<file path="src/rtl/rmt_stage_v2.sv">
// RMT match-action stage: key extraction, exact-match lookup with lowest-index priority,
// per-entry ALU action on one container. 3-cycle latency, ready/valid with drain-before-config.
module rmt_stage_v2 #(
  parameter int STAGE     = 0,
  parameter int NUM_CONT  = 16,
  parameter int CONT_W    = 32,
  parameter int KEY_NUM   = 2,
  parameter int TBL_DEPTH = 8,
  localparam int IW      = $clog2(NUM_CONT),
  localparam int AW      = $clog2(TBL_DEPTH),
  localparam int PHV_LEN = NUM_CONT * CONT_W,
  localparam int KEY_LEN = KEY_NUM * CONT_W,
  localparam int ACT_LEN = 2 + 2 * IW + CONT_W,
  localparam int CFG_W   = 1 + KEY_LEN + ACT_LEN
) (
  input  logic               axis_clk,
  input  logic               areset,
  input  logic [PHV_LEN-1:0] phv_in,
  input  logic               phv_in_valid,
  output logic               phv_in_ready,
  output logic [PHV_LEN-1:0] phv_out,
  output logic               phv_out_valid,
  input  logic               phv_out_ready,
  input  logic               cfg_valid,
  output logic               cfg_ready,
  input  logic               cfg_sel,
  input  logic [AW-1:0]      cfg_addr,
  input  logic [CFG_W-1:0]   cfg_data,
  output logic [31:0]        hit_cnt,
  output logic [31:0]        miss_cnt
);

  if (STAGE < 0 || NUM_CONT < 2 || (NUM_CONT & (NUM_CONT - 1)) != 0 || KEY_NUM < 1 ||
      TBL_DEPTH < 2 || (TBL_DEPTH & (TBL_DEPTH - 1)) != 0) begin : g_bad_params
    $error("rmt_stage_v2: illegal parameter set");
  end

  logic                en;
  logic                cfg_fire;
  logic                s1_vld_q, s2_vld_q, out_vld_q;
  logic [PHV_LEN-1:0]  s1_phv_q, s2_phv_q, phv_out_q, out_d;
  logic [KEY_LEN-1:0]  s1_key_q, key_d;
  logic                s2_hit_q, hit_d;
  logic [ACT_LEN-1:0]  s2_act_q, act_d;
  logic [TBL_DEPTH-1:0] ent_vld_q;
  logic [KEY_LEN-1:0]  ent_key_q [TBL_DEPTH];
  logic [ACT_LEN-1:0]  ent_act_q [TBL_DEPTH];
  logic [KEY_NUM*IW-1:0] off_q;
  logic [31:0]         hit_cnt_q, miss_cnt_q;
  logic [CONT_W-1:0]   in_cont [NUM_CONT];
  logic [CONT_W-1:0]   s2_cont [NUM_CONT];
  logic [1:0]          op;
  logic [IW-1:0]       dst, src;
  logic [CONT_W-1:0]   imm, res;

  assign en           = !out_vld_q || phv_out_ready;
  assign phv_in_ready = en && !cfg_valid && !areset;
  // Config only lands on an empty pipe so no PHV ever sees a half-updated table.
  assign cfg_ready    = cfg_valid && !s1_vld_q && !s2_vld_q && !out_vld_q && !areset;
  assign cfg_fire     = cfg_valid && cfg_ready;

  assign phv_out       = phv_out_q;
  assign phv_out_valid = out_vld_q;
  assign hit_cnt       = hit_cnt_q;
  assign miss_cnt      = miss_cnt_q;

  always_comb begin
    for (int i = 0; i < NUM_CONT; i++) begin
      in_cont[i] = phv_in[i*CONT_W +: CONT_W];
      s2_cont[i] = s2_phv_q[i*CONT_W +: CONT_W];
    end
    key_d = '0;
    for (int k = 0; k < KEY_NUM; k++) begin
      key_d[k*CONT_W +: CONT_W] = in_cont[off_q[k*IW +: IW]];
    end
  end

  // Descending scan so the lowest matching index is the one that sticks.
  always_comb begin
    hit_d = 1'b0;
    act_d = '0;
    for (int e = TBL_DEPTH - 1; e >= 0; e--) begin
      if (ent_vld_q[e] && ent_key_q[e] == s1_key_q) begin
        hit_d = 1'b1;
        act_d = ent_act_q[e];
      end
    end
  end

  always_comb begin
    op  = s2_act_q[ACT_LEN-1 -: 2];
    dst = s2_act_q[CONT_W+IW +: IW];
    src = s2_act_q[CONT_W +: IW];
    imm = s2_act_q[CONT_W-1:0];
    case (op)
      2'd1:    res = imm;
      2'd2:    res = s2_cont[dst] + imm;
      2'd3:    res = s2_cont[src];
      default: res = s2_cont[dst];
    endcase
    out_d = s2_phv_q;
    if (s2_hit_q) begin
      for (int i = 0; i < NUM_CONT; i++) begin
        if (IW'(i) == dst) out_d[i*CONT_W +: CONT_W] = res;
      end
    end
  end

  always_ff @(posedge axis_clk) begin
    if (areset) begin
      s1_vld_q   <= 1'b0;
      s2_vld_q   <= 1'b0;
      out_vld_q  <= 1'b0;
      phv_out_q  <= '0;
      hit_cnt_q  <= '0;
      miss_cnt_q <= '0;
      off_q      <= '0;
      ent_vld_q  <= '0;
    end else begin
      if (en) begin
        s1_vld_q  <= phv_in_valid && phv_in_ready;
        s2_vld_q  <= s1_vld_q;
        out_vld_q <= s2_vld_q;
        phv_out_q <= out_d;
        if (s2_vld_q) begin
          if (s2_hit_q) begin
            if (hit_cnt_q != '1) hit_cnt_q <= hit_cnt_q + 32'd1;
          end else begin
            if (miss_cnt_q != '1) miss_cnt_q <= miss_cnt_q + 32'd1;
          end
        end
      end
      if (cfg_fire) begin
        if (cfg_sel) off_q <= cfg_data[KEY_NUM*IW-1:0];
        else         ent_vld_q[cfg_addr] <= cfg_data[CFG_W-1];
      end
    end
  end

  always_ff @(posedge axis_clk) begin
    if (en) begin
      s1_phv_q <= phv_in;
      s1_key_q <= key_d;
      s2_phv_q <= s1_phv_q;
      s2_hit_q <= hit_d;
      s2_act_q <= act_d;
    end
    if (cfg_fire && !cfg_sel) begin
      ent_key_q[cfg_addr] <= cfg_data[ACT_LEN +: KEY_LEN];
      ent_act_q[cfg_addr] <= cfg_data[ACT_LEN-1:0];
    end
  end

endmodule

</file>
<file path="config.mk">
export PLATFORM = sky130hd
export DESIGN_NAME = rmt_stage_v2
export DESIGN_NICKNAME = d
export VERILOG_FILES = /design/src/rtl/rmt_stage_v2.sv
export SDC_FILE = /design/constraint.sdc
export NUM_CORES = 2
export LEC_CHECK = 0
export BUFFER_PORTS_ARGS = -buffer_cell sky130_fd_sc_hd__buf_2
export CORE_AREA = 2 2 538 540
export CTS_BUF_LIST = sky130_fd_sc_hd__clkbuf_8 sky130_fd_sc_hd__clkbuf_16
export DETAILED_ROUTE_END_ITERATION = 12
export DIE_AREA = 0 0 540 542
export PLACE_DENSITY = 0.7
export SLEW_MARGIN = 30
export SYNTH_ARGS = -nofsm -noshare
export SYNTH_HDL_FRONTEND = slang
export SYNTH_SLANG_ARGS = --single-unit
</file>
<file path="constraint.sdc">
create_clock -name axis_clk -period 36.6 [get_ports axis_clk]
set_input_delay 5.49 -clock axis_clk [delete_from_list [all_inputs] [get_ports axis_clk]]
set_output_delay 5.49 -clock axis_clk [all_outputs]
set_load 0.02 [all_outputs]
</file>
* Word-level counts from Yosys, hierarchy flattened
Memories as Yosys holds them, arrays and structs flattened. Cells that the tools add are included.
Storage, ports and cells: register bits after elaboration 1726, bits in writable memories 848, input port bits 628, output and inout bits 579, logic and storage cells 133, memories 2
Memories:
- ent_key_q | words 8, width 64, read ports 8, clocked after Yosys merged registers in 0, write ports 1, RTL line 46 | logic [KEY_LEN-1:0] ent_key_q [TBL_DEPTH];
- ent_act_q | words 8, width 42, read ports 8, clocked after Yosys merged registers in 0, write ports 1, RTL line 47 | logic [ACT_LEN-1:0] ent_act_q [TBL_DEPTH];
Cells by class: add/sub/neg operators 3, $lt $le $gt $ge 6, eq/ne operators 28, muxes and demuxes 44, bitwise operators 6, reductions and logical operators 31
Operators with widths (number):
- 32-bit 2-to-1 mux | 24
- 32-bit binary-select mux with 4-bit select | 4
- 64-bit == test | 8
- 512-bit 2-to-1 mux | 1
- 42-bit 2-to-1 mux | 8
- 32-bit case mux with 3 select lines | 1
- 32-bit by 1-bit adder with 32-bit output, second input constant | 2
- 32-bit inequality test, second input constant | 2
- 32-bit adder | 1
- 4-bit == test, first input constant | 8
- 5-bit >= comparator, second input constant | 4
- 4-bit NOT with 5-bit output | 4
- 1-bit logical AND | 18
- 3-bit by 4-bit == test with 1-bit output, first input constant | 4
- 8-bit bitwise mux | 1
- 2-bit by 4-bit == test with 1-bit output, first input constant | 2
- 4-bit AND reduction | 2
- 7-bit OR reduction | 1
- 1-bit zero test | 6
- 1-bit by 4-bit == test with 1-bit output, first input constant | 1
- 2-bit == test, second input constant | 2
- 4-bit zero test | 1
- 3-bit by 4-bit less-than comparator with 1-bit output, second input constant | 1
- 1-bit 2-to-1 mux | 4
- other kinds (6) | 8

* Logic depth before layout (Yosys ltp)
depth after elaboration 10, depth in mapped cells 22, depth with buffers taken out 16

* Least setup slack after synthesis
Ideal clock, no wire load.
kind input-to-reg, start point in phv_out_ready, end point reg s1_key_q[0], enable pin, setup time 1.936 ns, data arrival time 37.039 ns, required time 34.664 ns, setup slack -2.375 ns, stages on the path 7, buffers on the path 5, cells stage by stage nor2b_1 > clkbuf_1 > inv_1 > clkbuf_1 > clkbuf_1 > clkbuf_1 > clkbuf_1
On the way: cells in the longest elaborated chain, start to end 1
RTL lines:
- start: declaration | RTL line 23 | input logic phv_out_ready,
- 1-bit logical OR | RTL line 56 | assign en = !out_vld_q || phv_out_ready;
- end signal: assignment | RTL line 143 | s1_key_q <= key_d;
- end: declaration | RTL line 42 | logic [KEY_LEN-1:0] s1_key_q, key_d;
Every way passes these cells. A chain may end at the register's enable or synchronous reset.

* Final worst setup path
start point in areset, end point out cfg_ready
On the way: cells in the longest elaborated chain, start to end 2
RTL lines:
- start: declaration | RTL line 17 | input logic areset,
- 1-bit zero test | RTL line 59 | assign cfg_ready = cfg_valid && !s1_vld_q && !s2_vld_q && !out_vld_q && !areset;
- 1-bit logical AND | RTL line 59
- end: declaration | RTL line 25 | output logic cfg_ready,
Every way passes these cells.

==> flow_summary.json <==
{
  "status": "finished, final reports clean",
  "synth_simple_gate_area_share_pct": 6.80,
  "num_rows": 197,
  "holdPathEnd": "s2_phv_q[367]$_DFFE_PN_",
  "yosysTopAreaCell": "edfxtp_1",
  "synth-edff-count": 1979,
  "synth_area_leaders": "edfxtp_1 53%, mux4_2 13%, dfxtp_1 11%",
  "synthesis.nets": 8402,
  "fmax_ghz": 0.0784,
  "setup_viol": 0,
  "drtAntennaViolNets": 0,
  "end_kind": "output pin",
  "synthFlopType": "edfxtp_1",
  "nNetsFinal": 9476,
  "start_util_pct": 38.9,
  "drive_gt1_share_pct": 28.2,
  "grtUsageTotal_pct": 35.1,
  "vias_per_cell": 6.42,
  "avgSynthCellArea_um2": 14.4,
  "cp_max_fo": 53,
  "fin_setup_tns_ns": 0,
  "vdd_drop_max_v": 0.0000388,
  "maxCapViolCount": 0,
  "min_path_cells": 0,
  "grt_pass1_wl_mm": 690,
  "clockBufferDepth": 4,
  "power_density_mw_per_mm2": 52.8,
  "p_total_mw": 6.94,
  "ctsRootBufferMaster": "clkbuf_16",
  "min_path_type": "flop to flop",
  "rr_endpoint": "phv_out[127]$_SDFFE_PP0N_",
  "htree_num_levels": 5,
  "io_buffers": 1206,
  "ys_ff_latch": 2574,
  "die_area_mm2": 0.293,
  "wl_per_cell_um": 40.8,
  "holdBufCountCts": 0,
  "grt.overflow.total": 0,
  "ctsResizeCount": 0,
  "synth_area_mm2": 0.112,
  "fin_area_mm2": 0.132,
  "skew_ns": 0.0806,
  "worst-setup-path-type": "input port to output pin",
  "path_clk_slew_ns": 0.06,
  "seq_area_mm2": 0.0714,
  "die_x_um": 540,
  "multi_input_area_mm2": 0.0375,
  "drtPass1Iterations": 9,
  "finalHoldViolations": 0,
  "synth_xor_area_share_pct": 3.69,
  "async_flop_share_pct": 0,
  "yosys.area_share.adder_pct": 0.388,
  "dp_hpwl_mm": 391,
  "synth_cells": 7740,
  "grt_pass1_vias": 74871,
  "syn2layout_area_growth_pct": 17.8,
  "timing.rr.start": "s2_act_q[36]$_DFFE_PN_",
  "grt_setup_unrepaired": "false",
  "antenna_found_initial": 311,
  "num-fill-cells": 25200,
  "post-route-drc-count": 0,
  "drt_iter0_markers": 15432,
  "cp.required_ns": 31.11,
  "drv_slew": 0,
  "fin_crit_ns": 12.75,
  "grt_max_degree": 245,
  "cts_buffers": 280,
  "hp-start": "s1_phv_q[367]$_DFFE_PN_",
  "ys_seq_area_share_pct": 63.9,
  "dieHeight_um": 542,
  "fin_crit_sh_pct": 34.8,
  "placed_area_mm2": 0.122,
  "start_kind": "input port",
  "num_vias": 83461,
  "clkLatencyLatePin_ns": 0.94,
  "cts_tree": "yes",
  "reg2reg_depth": 17,
  "fin_util_pct": 45.8,
  "synth_compound_area_share_pct": 8.79,
  "cts_sinks": 2574,
  "gp_congestion": 1.02,
  "coreArea_mm2": 0.287,
  "yosysUniqueCellTypes": 83,
  "leakage_nw": 47.0,
  "synth_top_family_by_area": "multiplexers",
  "synth_mux_area_share_pct": 13.7,
  "critPathArrivalTime_ns": 7.26,
  "regToRegSetupSlack_ns": 28.90,
  "yosysTopAreaCellShare_pct": 53.3,
  "cts_setup_buffers": 0,
  "wirelength_mm": 531,
  "io_pins": 1207,
  "max_slew_margin_pct": 25.7,
  "tightest_slew_ns": 1.11,
  "ys_warn_count": 0
}
layer usage:
metal | vias to the layer above | global-route usage, % | share of wire [%]
li1 | 32420 | - | -
met1 | 41563 | 43.9 | 34
met2 | 7850 | 48.9 | 41
met3 | 1512 | 16.7 | 18
met4 | 116 | 21.6 | 7.4
met5 | - | 0 | 0.14
critical path, stage by stage:
cell	delay [ns]
buf_8	0.20
nor2_1	0.13
nand3_1	0.62
inv_1	0.55
buf_2	0.25
registers in the layout (all words and copies together), names as in the netlist, 42 cells and up:
| name | count |
|---|---|
| phv_out | 512 |
| s2_act_q | 42 |
| s2_phv_q | 512 |
| s1_phv_q | 512 |
| s1_key_q | 64 |
| ent_act_q | 336 |
| ent_key_q | 512 |
cell usage after synthesis, types with 44 or more instances:
cell type and instances:
edfxtp_1 1979, nor2_1 693, mux4_2 625, dfxtp_1 595, nand2_1 556, clkbuf_1 449, a21oi_1 419, o21ai_0 407
xnor2_1 274, xor2_1 196, a211oi_1 141, a311oi_1 113, nand4_1 106, inv_1 101, o211ai_1 69, nand3_1 65
nor4_1 57, a221oi_1 55, buf_1 52, buf_2 51, nor3_1 49, a22oi_1 47, and2_1 47, o21bai_1 44
worst max-delay path by stage:
stage | start | to | slack (ns) | cells after the start
global route | areset | cfg_ready | 23.71 | 5
CTS | areset | cfg_ready | 23.92 | 5
detailed placement | areset | cfg_ready | 23.92 | 5
floorplan | phv_out_ready | s1_key_q[0]$_DFFE_PN_ | 14.95 | 7
finish | areset | cfg_ready | 23.85 | 5
global placement | areset | cfg_ready | 23.88 | 5
where the power goes:
group | internal [mW] | switching [mW] | total (mW)
registers | 3.27 | 0.131 | 3.40
clock network | 1.62 | 1.26 | 2.88
logic | 0.224 | 0.438 | 0.663
total | 5.12 | 1.83 | 6.94
cell families (layout without fill, tap and decap cells):
logic type / count (synthesis) / in the layout
simple gates: 1713 / 1713
flops: 2574 / 2574
fa+ha+maj: 34 / 34
xor+xnor: 470 / 470
buf+inv: 716 / 2022
compound gates: 1534 / 1534
other cells: 0 / 173
mux: 699 / 699
cell usage in the layout (no fill, tap or decap), drive strengths merged, types with 30 or more instances in the layout:
master / netlist / routed
a32oi: 40 / 40
diode: 0 / 173
xnor2: 274 / 274
inv: 103 / 180
dfxtp: 595 / 595
and4: 34 / 34
nor3: 49 / 49
ha: 33 / 33
nand3: 65 / 65
and2: 50 / 50
o21bai: 44 / 44
a211oi: 146 / 146
nand4: 106 / 106
a311oi: 113 / 113
mux2i: 41 / 41
buf: 151 / 1404
a21oi: 423 / 423
nand2: 556 / 556
nor2: 693 / 693
mux4: 652 / 652
xor2: 196 / 196
a31oi: 40 / 40
nor4: 58 / 58
o21ai: 422 / 422
clkbuf: 457 / 309
edfxtp: 1979 / 1979
clkinv: 1 / 101
o22ai: 30 / 30
a221oi: 57 / 57
o211ai: 69 / 69
a22oi: 47 / 47
final cells by class:
type	instances	area share [%]
Antenna cell	173	0.329
Clock buffer	309	5.67
Clock inverter	205	1.37
Inverter	104	0.306
Multi-Input combinational cell	4450	28.5
Sequential cell	2574	54.3
Tap cell	3781	3.60
Timing Repair Buffer	1404	5.92
metrics by stage:
| step | setup WS, ns | hold WS, ns | cells |
|---|---|---|---|
| 2_1_floorplan | 14.95 | 0.400 | 7740 |
| 3_3_place_gp | 23.88 | 0.400 | 12304 |
| 3_5_place_dp | 23.92 | 0.405 | 12308 |
| 4_1_cts | 23.92 | 0.372 | 12822 |
| 5_1_grt | 23.71 | 0.379 | 12932 |
| 6_report | 23.85 | 0.367 | 13000 |
Note: power is estimated with default switching activity, not from simulation.
